[src/rtl/demux_rr_param.sv]
// demux_rr_param: distributes a word stream round-robin over NUM_CH channels and presents each full frame with valid/ready.
// Ports:
//   clk8f       - sole clock, rising edge
//   reset       - synchronous, active-low
//   data_in     - input word (DATA_W)
//   valid_in    - data_in is valid this cycle
//   in_ready    - a word can be accepted this cycle (combinational from out_ready)
//   data_out    - frame data, channel k at [k*DATA_W +: DATA_W]
//   valid_out   - per-channel valid of the presented frame
//   frame_valid - a frame is presented on data_out
//   out_ready   - consumer accepts the presented frame
//   ch_ptr      - next channel slot to be filled
// Optional: define DEMUX_FLUSH_EN to flush a partial frame after FLUSH_CYC idle cycles.
module demux_rr_param #(
  parameter int DATA_W    = 8,
  parameter int NUM_CH    = 4,
  parameter int PTR_W     = $clog2(NUM_CH),
  parameter int FLUSH_CYC = 16
) (
  input  logic                     clk8f,
  input  logic                     reset,
  input  logic [DATA_W-1:0]        data_in,
  input  logic                     valid_in,
  output logic                     in_ready,
  output logic [NUM_CH*DATA_W-1:0] data_out,
  output logic [NUM_CH-1:0]        valid_out,
  output logic                     frame_valid,
  input  logic                     out_ready,
  output logic [PTR_W-1:0]         ch_ptr
);
  if (NUM_CH < 2 || NUM_CH > 16 || FLUSH_CYC < 1) begin : g_bad_param
    $error("demux_rr_param: illegal parameter values");
  end
  logic [DATA_W-1:0] slots [NUM_CH-1];
  logic [NUM_CH*DATA_W-1:0] full_data;
  logic last, acc;
  assign last     = ch_ptr == PTR_W'(NUM_CH - 1);
  // Only the last slot stalls: it needs the output register to be free or freeing.
  assign in_ready = reset && (!last || !frame_valid || out_ready);
  assign acc      = valid_in && in_ready;
  for (genvar k = 0; k < NUM_CH - 1; k++) begin : g_full
    assign full_data[k*DATA_W +: DATA_W] = slots[k];
  end
  // The final word bypasses the collect buffer straight into the output register.
  assign full_data[(NUM_CH-1)*DATA_W +: DATA_W] = data_in;
`ifdef DEMUX_FLUSH_EN
  localparam int CNT_W = $clog2(FLUSH_CYC + 1);
  typedef enum logic {IDLE, FILL} state_t;
  state_t state;
  logic [CNT_W-1:0] idle_cnt;
  logic [NUM_CH*DATA_W-1:0] part_data;
  logic [NUM_CH-1:0] part_valid;
  logic flush;
  for (genvar k = 0; k < NUM_CH - 1; k++) begin : g_part
    assign part_valid[k] = ch_ptr > PTR_W'(k);
    assign part_data[k*DATA_W +: DATA_W] = part_valid[k] ? slots[k] : '0;
  end
  assign part_valid[NUM_CH-1] = 1'b0;
  assign part_data[(NUM_CH-1)*DATA_W +: DATA_W] = '0;
  // An accept on the same edge wins over the flush.
  assign flush = state == FILL && !acc && idle_cnt == CNT_W'(FLUSH_CYC) && (!frame_valid || out_ready);
`endif
  always_ff @(posedge clk8f) begin
    if (!reset) begin
      ch_ptr      <= '0;
      data_out    <= '0;
      valid_out   <= '0;
      frame_valid <= 1'b0;
      for (int i = 0; i < NUM_CH - 1; i++) slots[i] <= '0;
`ifdef DEMUX_FLUSH_EN
      state    <= IDLE;
      idle_cnt <= '0;
`endif
    end else begin
      if (acc) ch_ptr <= last ? '0 : ch_ptr + PTR_W'(1);
      for (int i = 0; i < NUM_CH - 1; i++) if (acc && ch_ptr == PTR_W'(i)) slots[i] <= data_in;
      if (acc && last) begin
        data_out    <= full_data;
        valid_out   <= '1;
        frame_valid <= 1'b1;
      end
`ifdef DEMUX_FLUSH_EN
      else if (flush) begin
        data_out    <= part_data;
        valid_out   <= part_valid;
        frame_valid <= 1'b1;
        ch_ptr      <= '0;
      end
`endif
      else if (frame_valid && out_ready) begin
        frame_valid <= 1'b0;
        valid_out   <= '0;
      end
`ifdef DEMUX_FLUSH_EN
      state    <= ((acc && last) || flush) ? IDLE : acc ? FILL : state;
      idle_cnt <= (acc || flush || state == IDLE) ? '0 :
                  idle_cnt == CNT_W'(FLUSH_CYC) ? idle_cnt : idle_cnt + CNT_W'(1);
`endif
    end
  end
endmodule

[config.mk]
export PLATFORM = sky130hd
export DESIGN_NAME = demux_rr_param
export DESIGN_NICKNAME = d
export VERILOG_FILES = /design/src/rtl/demux_rr_param.sv
export SDC_FILE = /design/constraint.sdc
export NUM_CORES = 1
export LEC_CHECK = 0
export CORE_MARGIN = 2
export CORE_UTILIZATION = 45
export DETAILED_ROUTE_END_ITERATION = 7
export PLACE_DENSITY = 0.86
export SLEW_MARGIN = 20
export SYNTH_ARGS = -nofsm -noshare
export SYNTH_HDL_FRONTEND = slang
export SYNTH_SLANG_ARGS = --single-unit
[constraint.sdc]
create_clock -name clk8f -period 1.7 [get_ports clk8f]
set_clock_uncertainty 0.15 [all_clocks]
set_input_delay 0.255 -clock clk8f [delete_from_list [all_inputs] [get_ports clk8f]]
set_output_delay 0.255 -clock clk8f [all_outputs]
set_load 0.05 [all_outputs]
==> run summary, run 1 <==
Root buffer cell: clkbuf_8
Peak supply drop: 0.487 mV
Number of global-route vias before repair: 1,761
Post-synth EDFFs: 24
Global-route wire length before repair: 8120 um
Crit-path cells: ha_4 > nand3b_1 > and2_4 > buf_12
Sequential share of the synthesized area: 61.1%
Max-slew violations: 0
Worst hold slack: 307 ps
Reg clk slew, reported paths: 60 ps
Antenna Nets Post-Route: 0
Layout area overhead: 41.3%
Slew margin rel.: 82.5%
TritonCTS clock tree: built
Post-layout min period: 1670 ps
Core area: 5040 um^2
Mean Syn Cell Area: 11.1 um^2
N_diodes: 0
Top-area cell type share of the netlist area: 31.0%
Largest cells by area after synthesis: edfxtp_1, dfxtp_1, o21ai_2, nand3_1, nand2_1
Netlist cell types: 23
Status: finished clean
Critical path buffers and inverters: 1
Clock buffer depth: 2
Pin count of the biggest net entering global routing: 20
Worst min path class: reg2reg
Crit Path Class: reg2out
Routed WL per cell: 15.0 um
Lkg Pwr: 1.34 nW
R2r startpoint: ch_ptr[0]
FILL cells: 381
Crit-path max FO: 5
GR Util All Layers: 19.6%
Crit start category: flip-flop
RSZ-0062 raised after global routing: yes
Initial antenna violation count: 0
IO Count: 52
CP startpoint: ch_ptr[0]
Most frequent cell after synthesis: dfxtp_1
Slowest-stage cell, CP: dfxtp_4
Full die area: 5760 um^2
CTS buffer count: 9
Setup TNS: 0 ps
Post-detailed-routing wire length: 5250 um
Critical Path RT: 1290 ps
CTS Hold Bufs: 0
Port bufs: 51
Final Hold Vio Count: 0
Post-synth top area cell: edfxtp_1
Synth Flop Type: dfxtp_1
Count of final setup violators: 0
Total grt overflow: 0
Fin area: 3290 um^2
# nets final: 292
Vias/cell: 4.99
Sink Count: 59
FFs w/ async S/R, synth: 0%
First-pass DRT Iterations: 4
Routability cong.: 0.892
Worst Tran Pin Value: 262 ps
Cell Pwr Density: 1010 nW/um^2
Drt drc: 0
Syn_nets: 226
Iter 0 DRT Violations: 53
Starting density of the core: 46.1%
Crit share post-route: 98.1%
Die Ht: 75.9 um
Vias: 1,751
Die width: 75.9 um
Synth Instances: 210
Final WS setup: 32.7 ps
Row Count: 26
Hold path start: data_out[11]
Post-place setup slack: -236 ps
Max-cap violations: 0
Family with the most delay on the worst path: flip-flops
Fmax: 600 MHz
Ratio of cells with drive above 1 in the final layout: 47.0%
Worst-skew pair later-pin latency: 330 ps
Critical path arrival: 1260 ps
Mapped cell area: 2330 um^2
Crit-path max cell delay: 380 ps
Commonest cells in the netlist: dfxtp_1, nand2_1, nand3_1
HPWL after DPL: 3420 um
Crit. End Element: primary output
H-tree depth: 3
DP Area: 2880 um^2
Synth warnings: 0
FF+latch count, synth: 59
-- metrics by stage --
step | total power, mW | instances | util (%)
global route | 3.44 | 351 | 65.2
CTS | 3.33 | 349 | 64.0
global placement | 1.84 | 323 | 57.2
floorplan | 1.74 | 210 | -
finish | 3.33 | 351 | 65.2
detailed placement | 1.85 | 323 | 57.2
-- worst min-delay path: cells and delay by family (launching register included) --
| family | cells | cell delay [ps] |
|---|---|---|
| flops | 1 | 310 |
| compound gates | 1 | 40 |
| simple gates | 1 | 70 |
-- kinds of logic after synthesis --
family | synth area share (%)
compound gates | 13.2
fa+ha+maj | 2.15
buf+inv | 5.97
flops | 61.1
mux | 0.430
simple gates | 17.2
-- area by class of cell --
type | count | area [um^2] | area share, %
multi-input combinational | 126 | 858 | 26.1
clock inverter | 2 | 36.3 | 1.10
sequential | 59 | 1430 | 43.5
tap | 70 | 87.6 | 2.67
clock buffer | 14 | 204 | 6.21
inverter | 6 | 22.5 | 0.685
timing repair buffer | 74 | 647 | 19.7
-- sequential cells by signal, summed over array words and instances, names as in the netlist --
register   count
slots         24
ch_ptr         2
valid_out      1
data_out      32
-- report_power, final --
group	internal, mW	switching [mW]
Combinational	0.124	0.172
Clock	0.928	0.544
Sequential	1.54	0.0284
Total	2.59	0.744
-- per-layer routing --
layer	GRT usage, %	share of wire, %	vias up
met3	5.56	5.1	12
met5	0	0	-
met4	9.16	2.0	0
met1	23.1	42	827
met2	32.9	51	51
li1	-	-	861
-- path summary, 6_finish.rpt --
check	to	slack [ps]	cells after the start
max	in_ready	30	4
min	data_out[11]	310	2
max reg2reg	slots[1][3]	40	5
min reg2reg	data_out[11]	310	2
-- cells in the final DEF, fill, tap and decap left out, drive strengths merged --
cell type	count
buf	63
nor3	1
o21ai	36
mux2i	1
dlygate4sd2	1
nand2b	1
edfxtp	24
a31oi	1
clkdlybuf4s50	10
inv	7
and2	10
a21boi	1
dfxtp	35
nand3	33
nand3b	1
bufinv	1
and4b	1
ha	4
nor2b	1
nand2	34
and3	1
clkbuf	14
-- timing repair --
item | 4_1_cts | 5_1_grt
buffers inserted | 10 | 2
gates resized for setup | 6 | 14
endpoints found under the setup margin | 28 | 49
pin swaps | 3 | 12
No activity file was read; power rests on OpenSTA's default activity.
==> run 2: changes to the inputs <==
--- a/config.mk
+++ b/config.mk
@@ -8,5 +8,5 @@
 export CORE_MARGIN = 2
-export CORE_UTILIZATION = 45
+export CORE_UTILIZATION = 50
 export DETAILED_ROUTE_END_ITERATION = 7
-export PLACE_DENSITY = 0.86
+export PLACE_DENSITY = 0.9
 export SLEW_MARGIN = 20
==> constraint.sdc (replaced) <==
create_clock -name clk8f -period 2 [get_ports clk8f]
set_clock_uncertainty 0.15 [all_clocks]
set_input_delay 0.3 -clock clk8f [delete_from_list [all_inputs] [get_ports clk8f]]
set_output_delay 0.3 -clock clk8f [all_outputs]
set_load 0.02 [all_outputs]
==> run 2 against run 1 <==
Net effect: register-to-register slack improved by 170 ps; final area fell by 6.3%; die area down 9.5%; largest power group unchanged; non-clock buffer count is 11 lower; global-route usage increased by 1.2 points; clock-buffer cell count is 3 lower; critical path depth stayed put; cell count shrank 8.5%; power decreased by 25%.
==> run summary, run 2 (synthesis gave the netlist of run 1 again) <==
Antenna Nets Post-Route: 0 (unchanged)
Max FFs per register: 32 (unchanged)
Crit-path max FO: 6 (was 5)
Global-route wire length before repair: 7920 um (was 8120 um)
Drt drc: 0 (unchanged)
Biggest register: data_out (unchanged)
Crit-path max cell delay: 370 ps (was 380 ps)
CTS resizes: 3 (was 6)
Worst hold slack: 310 ps (was 307 ps)
Number of global-route vias before repair: 1,641 (was 1,761)
Worst-skew pair later-pin latency: 330 ps (about the same)
HPWL after DPL: 3270 um (was 3420 um)
Fmax: 518 MHz
Leading cell type in the layout, fill and taps excluded: clkdlybuf4s50_1 (was buf_4)
Final Hold Vio Count: 0 (unchanged)
First-pass DRT Iterations: 4 (unchanged)
Die Ht: 72.2 um (was 75.9 um)
Crit start category: flip-flop (unchanged)
Vias: 1,700 (was 1,751)
Design Power: 2.48 mW (was 3.33 mW)
N_diodes: 0 (unchanged)
Max-slew violations: 0 (unchanged)
Core area: 4410 um^2 (was 5040 um^2)
Final WS setup: 69.1 ps (was 32.7 ps)
WHS Path Cells: 2 (unchanged)
GR Util All Layers: 20.8% (was 19.6%)
R2R depth: 5 (unchanged)
Crit Path Class: reg2out (unchanged)
Routability cong.: 0.819 (was 0.892)
Iter 0 DRT Violations: 103 (was 53)
Worst Tran Pin Value: 233 ps (was 262 ps)
Critical Path RT: 1550 ps (was 1290 ps)
Starting density of the core: 52.7% (was 46.1%)
Slowest-stage cell, CP: dfxtp_2 (was dfxtp_4)
Layout area overhead: 32.3% (was 41.3%)
Port bufs: 51 (unchanged)
Routed WL per cell: 15.2 um (was 15.0 um)
Full die area: 5210 um^2 (was 5760 um^2)
Slew margin rel.: 84.4% (was 82.5%)
Ratio of cells with drive above 1 in the final layout: 21.2% (was 47.0%)
R2R setup slack: 210 ps (was 40 ps)
Cell Pwr Density: 807 nW/um^2 (was 1010 nW/um^2)
Critical path buffers and inverters: 1 (unchanged)
Clock buffer depth: 2 (unchanged)
Post-detailed-routing wire length: 4890 um (was 5250 um)
Total setup buffers inserted after CTS: 0 (was 10)
Vias/cell: 5.30 (was 4.99)
Reg clk slew, reported paths: 60 ps (about the same)
# nets final: 281 (was 292)
Count of final setup violators: 0 (unchanged)
Status: finished clean (unchanged)
Family with the most delay on the worst path: flip-flops (unchanged)
Total grt overflow: 0 (unchanged)
Peak supply drop: 0.435 mV (was 0.487 mV)
IO Count: 52 (unchanged)
Post-place setup slack: -77.1 ps (was -236 ps)
Die width: 72.2 um (was 75.9 um)
Row Count: 24 (was 26)
Pin count of the biggest net entering global routing: 24 (was 20)
Largest registers: data_out (32), slots (24), ch_ptr (2) (unchanged)
Crit. path cell count: 4 (unchanged)
Root buffer cell: clkbuf_8 (unchanged)
TritonCTS clock tree: built (unchanged)
Crit. End Element: primary output (unchanged)
Worst min path class: reg2reg (unchanged)
Crit-path cells: ha_2 > nand3b_1 > and2_1 > dlygate4sd2_1 (was ha_4 > nand3b_1 > and2_4 > buf_12)
CTS Hold Bufs: 0 (unchanged)
RSZ-0062 raised after global routing: no (was yes)
CTS buffer count: 9 (unchanged)
Most frequent cells in the layout: clkdlybuf4s50_1, nand2_1, nand3_1, dfxtp_1, o21ai_2 (was buf_4, nand2_1, nand3_1, dfxtp_1, o21ai_2)
Max-cap violations: 0 (unchanged)
Lkg Pwr: 1.13 nW (was 1.34 nW)
Critical path arrival: 1480 ps (was 1260 ps)
Sink Count: 59 (unchanged)
Crit share post-route: 96.5%
Post-layout min period: 1930 ps
Initial antenna violation count: 0 (unchanged)
H-tree depth: 3 (unchanged)
-- run 2: metrics by stage --
step / instance area, um^2 / setup TNS [ps] / utilization (%) / instances
global placement: 2900 / -42.1 / 65.7 / 306
CTS: 3080 / 0 / 69.7 / 321
floorplan: 2330 / 0 / - / 210
global route: 3080 / 0 / 69.7 / 321
detailed placement: 2900 / -241 / 65.7 / 306
finish: 3080 / 0 / 69.7 / 321
-- run 2: layer usage --
metal	vias up	share of wire [%]	GRT usage, %
met1	790	42	23.6
met4	0	2.0	9.64
met3	10	6.6	7.78
met5	-	0	0
met2	61	50	34.8
li1	839	-	-
-- run 2: tightest hold or removal path, cell delays in order, from the launching register on --
cell	delay [ps]
dfxtp_1	310
nand2_1	60
o21ai_2	50
-- run 2: area by class of cell --
| class | count | area (um^2) |
|---|---|---|
| clock buffer | 11 | 131 |
| multi-input combinational | 126 | 768 |
| tap | 52 | 65.1 |
| sequential | 59 | 1420 |
| fill | 317 | 1340 |
| timing repair buffer | 63 | 624 |
| clock inverter | 4 | 42.5 |
| inverter | 6 | 22.5 |
-- run 2: report_power, final --
part | internal [mW] | leakage [nW] | switching (mW)
Combinational | 0.0774 | 0.511 | 0.0968
Clock | 0.558 | 0.0882 | 0.421
Sequential | 1.31 | 0.533 | 0.0222
Total | 1.94 | 1.13 | 0.540
-- run 2: final timing paths --
check                                 start     endpoint
worst max-delay path              ch_ptr[0]     in_ready
worst min register to register  data_out[6]  data_out[6]
worst min-delay path            data_out[6]  data_out[6]
worst max register to register    ch_ptr[0]  slots[0][0]
==> run 3: changes to the inputs <==
ABC_CLOCK_PERIOD_IN_PS = 2000   (was default)
GPL_TIMING_DRIVEN = 0   (was default)
==> run 3 against run 2 <==
Net effect: sequential cell count unchanged; sequential share of layout area is 0.17 points higher; global-route usage decreased by 0.35 points.
==> run summary, run 3 (synthesis gave the netlist of run 1 again) <==
Die width: 72.2 um (unchanged)
Peak supply drop: 0.417 mV (was 0.435 mV)
Antenna Nets Post-Route: 0 (unchanged)
Post-layout min period: 1990 ps (was 1930 ps)
Hold path start: data_out[13] (was data_out[6])
CTS buffer count: 9 (unchanged)
FILL cells: 358 (was 317)
First-pass DRT Iterations: 4 (unchanged)
RSZ-0062 raised after global routing: yes (was no)
Ratio of cells with drive above 1 in the final layout: 23.1% (was 21.2%)
Crit-path cells: clkdlybuf4s50_1 > buf_2 > nand3_1 > o21ai_2 (was ha_2 > nand3b_1 > and2_1 > dlygate4sd2_1)
R2R depth: 4 (was 5)
Crit. End Element: flip-flop (was primary output)
Final Hold Vio Count: 0 (unchanged)
Count of final setup violators: 0 (unchanged)
Crit Path Class: in2reg (was reg2out)
Total setup buffers inserted after CTS: 0 (unchanged)
# nets final: 288 (was 281)
Layout area overhead: 32.0% (was 32.3%)
Placed cells: 313 (was 306)
Worst-skew pair later-pin latency: 330 ps (about the same)
Max FFs per register: 32 (unchanged)
N_diodes: 0 (unchanged)
Max-slew violations: 0 (unchanged)
Port bufs: 51 (unchanged)
R2R setup slack: 50 ps (was 210 ps)
Lkg Pwr: 1.15 nW (was 1.13 nW)
Most frequent cells in the layout: clkdlybuf4s50_1, nand2_1, nand3_1, o21ai_2, dfxtp_1 (was clkdlybuf4s50_1, nand2_1, nand3_1, dfxtp_1, o21ai_2)
TritonCTS clock tree: built (unchanged)
Slew margin rel.: 64.1% (was 84.4%)
Worst Tran Pin Value: 538 ps (was 233 ps)
Pin count of the biggest net entering global routing: 11 (was 24)
Crit start category: input port (was flip-flop)
Crit share post-route: 99.7% (was 96.5%)
Row Count: 24 (unchanged)
R2r startpoint: ch_ptr[0] (unchanged)
Iter 0 DRT Violations: 119 (was 103)
Core Util, Final: 69.5% (was 69.7%)
Routability cong.: 0.813 (was 0.819)
WHS Path Cells: 2 (unchanged)
Initial antenna violation count: 0 (unchanged)
Crit-path max cell delay: 540 ps (was 370 ps)
Vias/cell: 5.19 (was 5.30)
Starting density of the core: 52.7% (unchanged)
Largest registers: data_out (32), slots (24), ch_ptr (2) (unchanged)
HPWL after DPL: 3280 um (was 3270 um)
RR Endpoint: slots[1][6] (was slots[0][0])
Number of global-route vias before repair: 1,661 (was 1,641)
Vias: 1,707 (was 1,700)
Root buffer cell: clkbuf_8 (unchanged)
Max-cap violations: 0 (unchanged)
Worst min path class: reg2reg (unchanged)
Post-detailed-routing wire length: 4830 um (was 4890 um)
Clock buffer depth: 2 (unchanged)
Critical Path RT: 1820 ps (was 1550 ps)
Routed WL per cell: 14.7 um (was 15.2 um)
Drt drc: 0 (unchanged)
Non-Filler Instances: 329 (was 321)
Hold EP: data_out[13] (was data_out[6])
Leading cell type in the layout, fill and taps excluded: clkdlybuf4s50_1 (unchanged)
Reg clk slew, reported paths: 60 ps (about the same)
Biggest register: data_out (unchanged)
CTS Hold Bufs: 0 (unchanged)
Total grt overflow: 0 (unchanged)
Crit-path max FO: 10 (was 6)
GR Util All Layers: 20.4% (was 20.8%)
Slowest-stage cell, CP: clkdlybuf4s50_1 (was dfxtp_2)
Sink Count: 59 (unchanged)
IO Count: 52 (unchanged)
Die Ht: 72.2 um (unchanged)
Global-route wire length before repair: 7940 um (was 7920 um)
Core area: 4410 um^2 (unchanged)
Fmax: 501 MHz (was 518 MHz)
H-tree depth: 3 (unchanged)
Status: finished clean (unchanged)
Cell Pwr Density: 778 nW/um^2 (was 807 nW/um^2)
Full die area: 5210 um^2 (unchanged)
Critical path arrival: 1810 ps (was 1480 ps)
==> run 3: cell count changes in the layout (fill, tap and decap cells not counted), moves of 3 or more <==
cell	change
buf_2	+6
buf_4	-6
clkbuf_1	+6
buf_6	+3
o21ai_1	-3
o21ai_2	+3
==> run 3: worst max-delay path, delay by kind of cell <==
kind                   cells  cell delay (ps)
buffers and inverters      2              780
AOI/OAI and AO/OA          1              500
and+or+nand+nor            1              220
==> run 3: final cells by class <==
| class | count | area (um^2) | area share (%) |
|---|---|---|---|
| flip-flops and latches | 59 | 1430 | 46.4 |
| multi-input cells | 126 | 777 | 25.3 |
| repair buffers | 51 | 505 | 16.5 |
| clock buffers | 12 | 135 | 4.40 |
| plain buffers | 19 | 120 | 3.91 |
| well taps | 52 | 65.1 | 2.12 |
| inverters | 6 | 22.5 | 0.734 |
| clock inverters | 4 | 18.8 | 0.611 |
==> run 3: power breakdown <==
group          total (mW)  internal (mW)  switching, mW
sequential           1.33           1.31         0.0190
combinational       0.173         0.0728         0.0998
clock               0.889          0.440          0.449
total                2.39           1.82          0.568
==> run 3: per-layer routing <==
layer / up-vias / share of wire [%] / global-route usage (%) / wire length (um)
met5: - / 0 / 0 / 0
met4: 0 / 1.1 / 9.01 / 55
met3: 7 / 5.4 / 4.86 / 261
met2: 59 / 48 / 32.0 / 2320
met1: 794 / 45 / 27.1 / 2200
li1: 847 / - / - / -
==> run 3: repair_timing <==
| action | 4_1_cts | 5_1_grt |
|---|---|---|
| resized for setup | 9 | 2 |
| pin swaps | 0 | 0 |
| setup endpoints to repair | 25 | 26 |
==> run 3: how the worst max path moves through the flow <==
stage	from	endpoint	slack [ps]	cells after the start
floorplan	ch_ptr[0]	slots[0][0]	110	4
global placement	reset	slots[0][3]	-480	4
detailed placement	reset	slots[0][5]	-510	4
CTS	reset	slots[1][6]	20	4
global route	reset	slots[0][1]	-100	4
finish	reset	slots[1][6]	6	4
==> run 3: per-stage QoR <==
step	cell area (um^2)	total power [mW]	hold WS (ps)	TNS, ps	worst slack [ps]
floorplan	2330	1.44	259	0	107
global placement	2900	1.51	297	-11210	-480
detailed placement	2900	1.52	299	-12110	-515
CTS	3070	2.40	309	0	17.0
global route	3070	2.47	318	-1580	-95.3
finish	3070	2.39	304	0	5.97
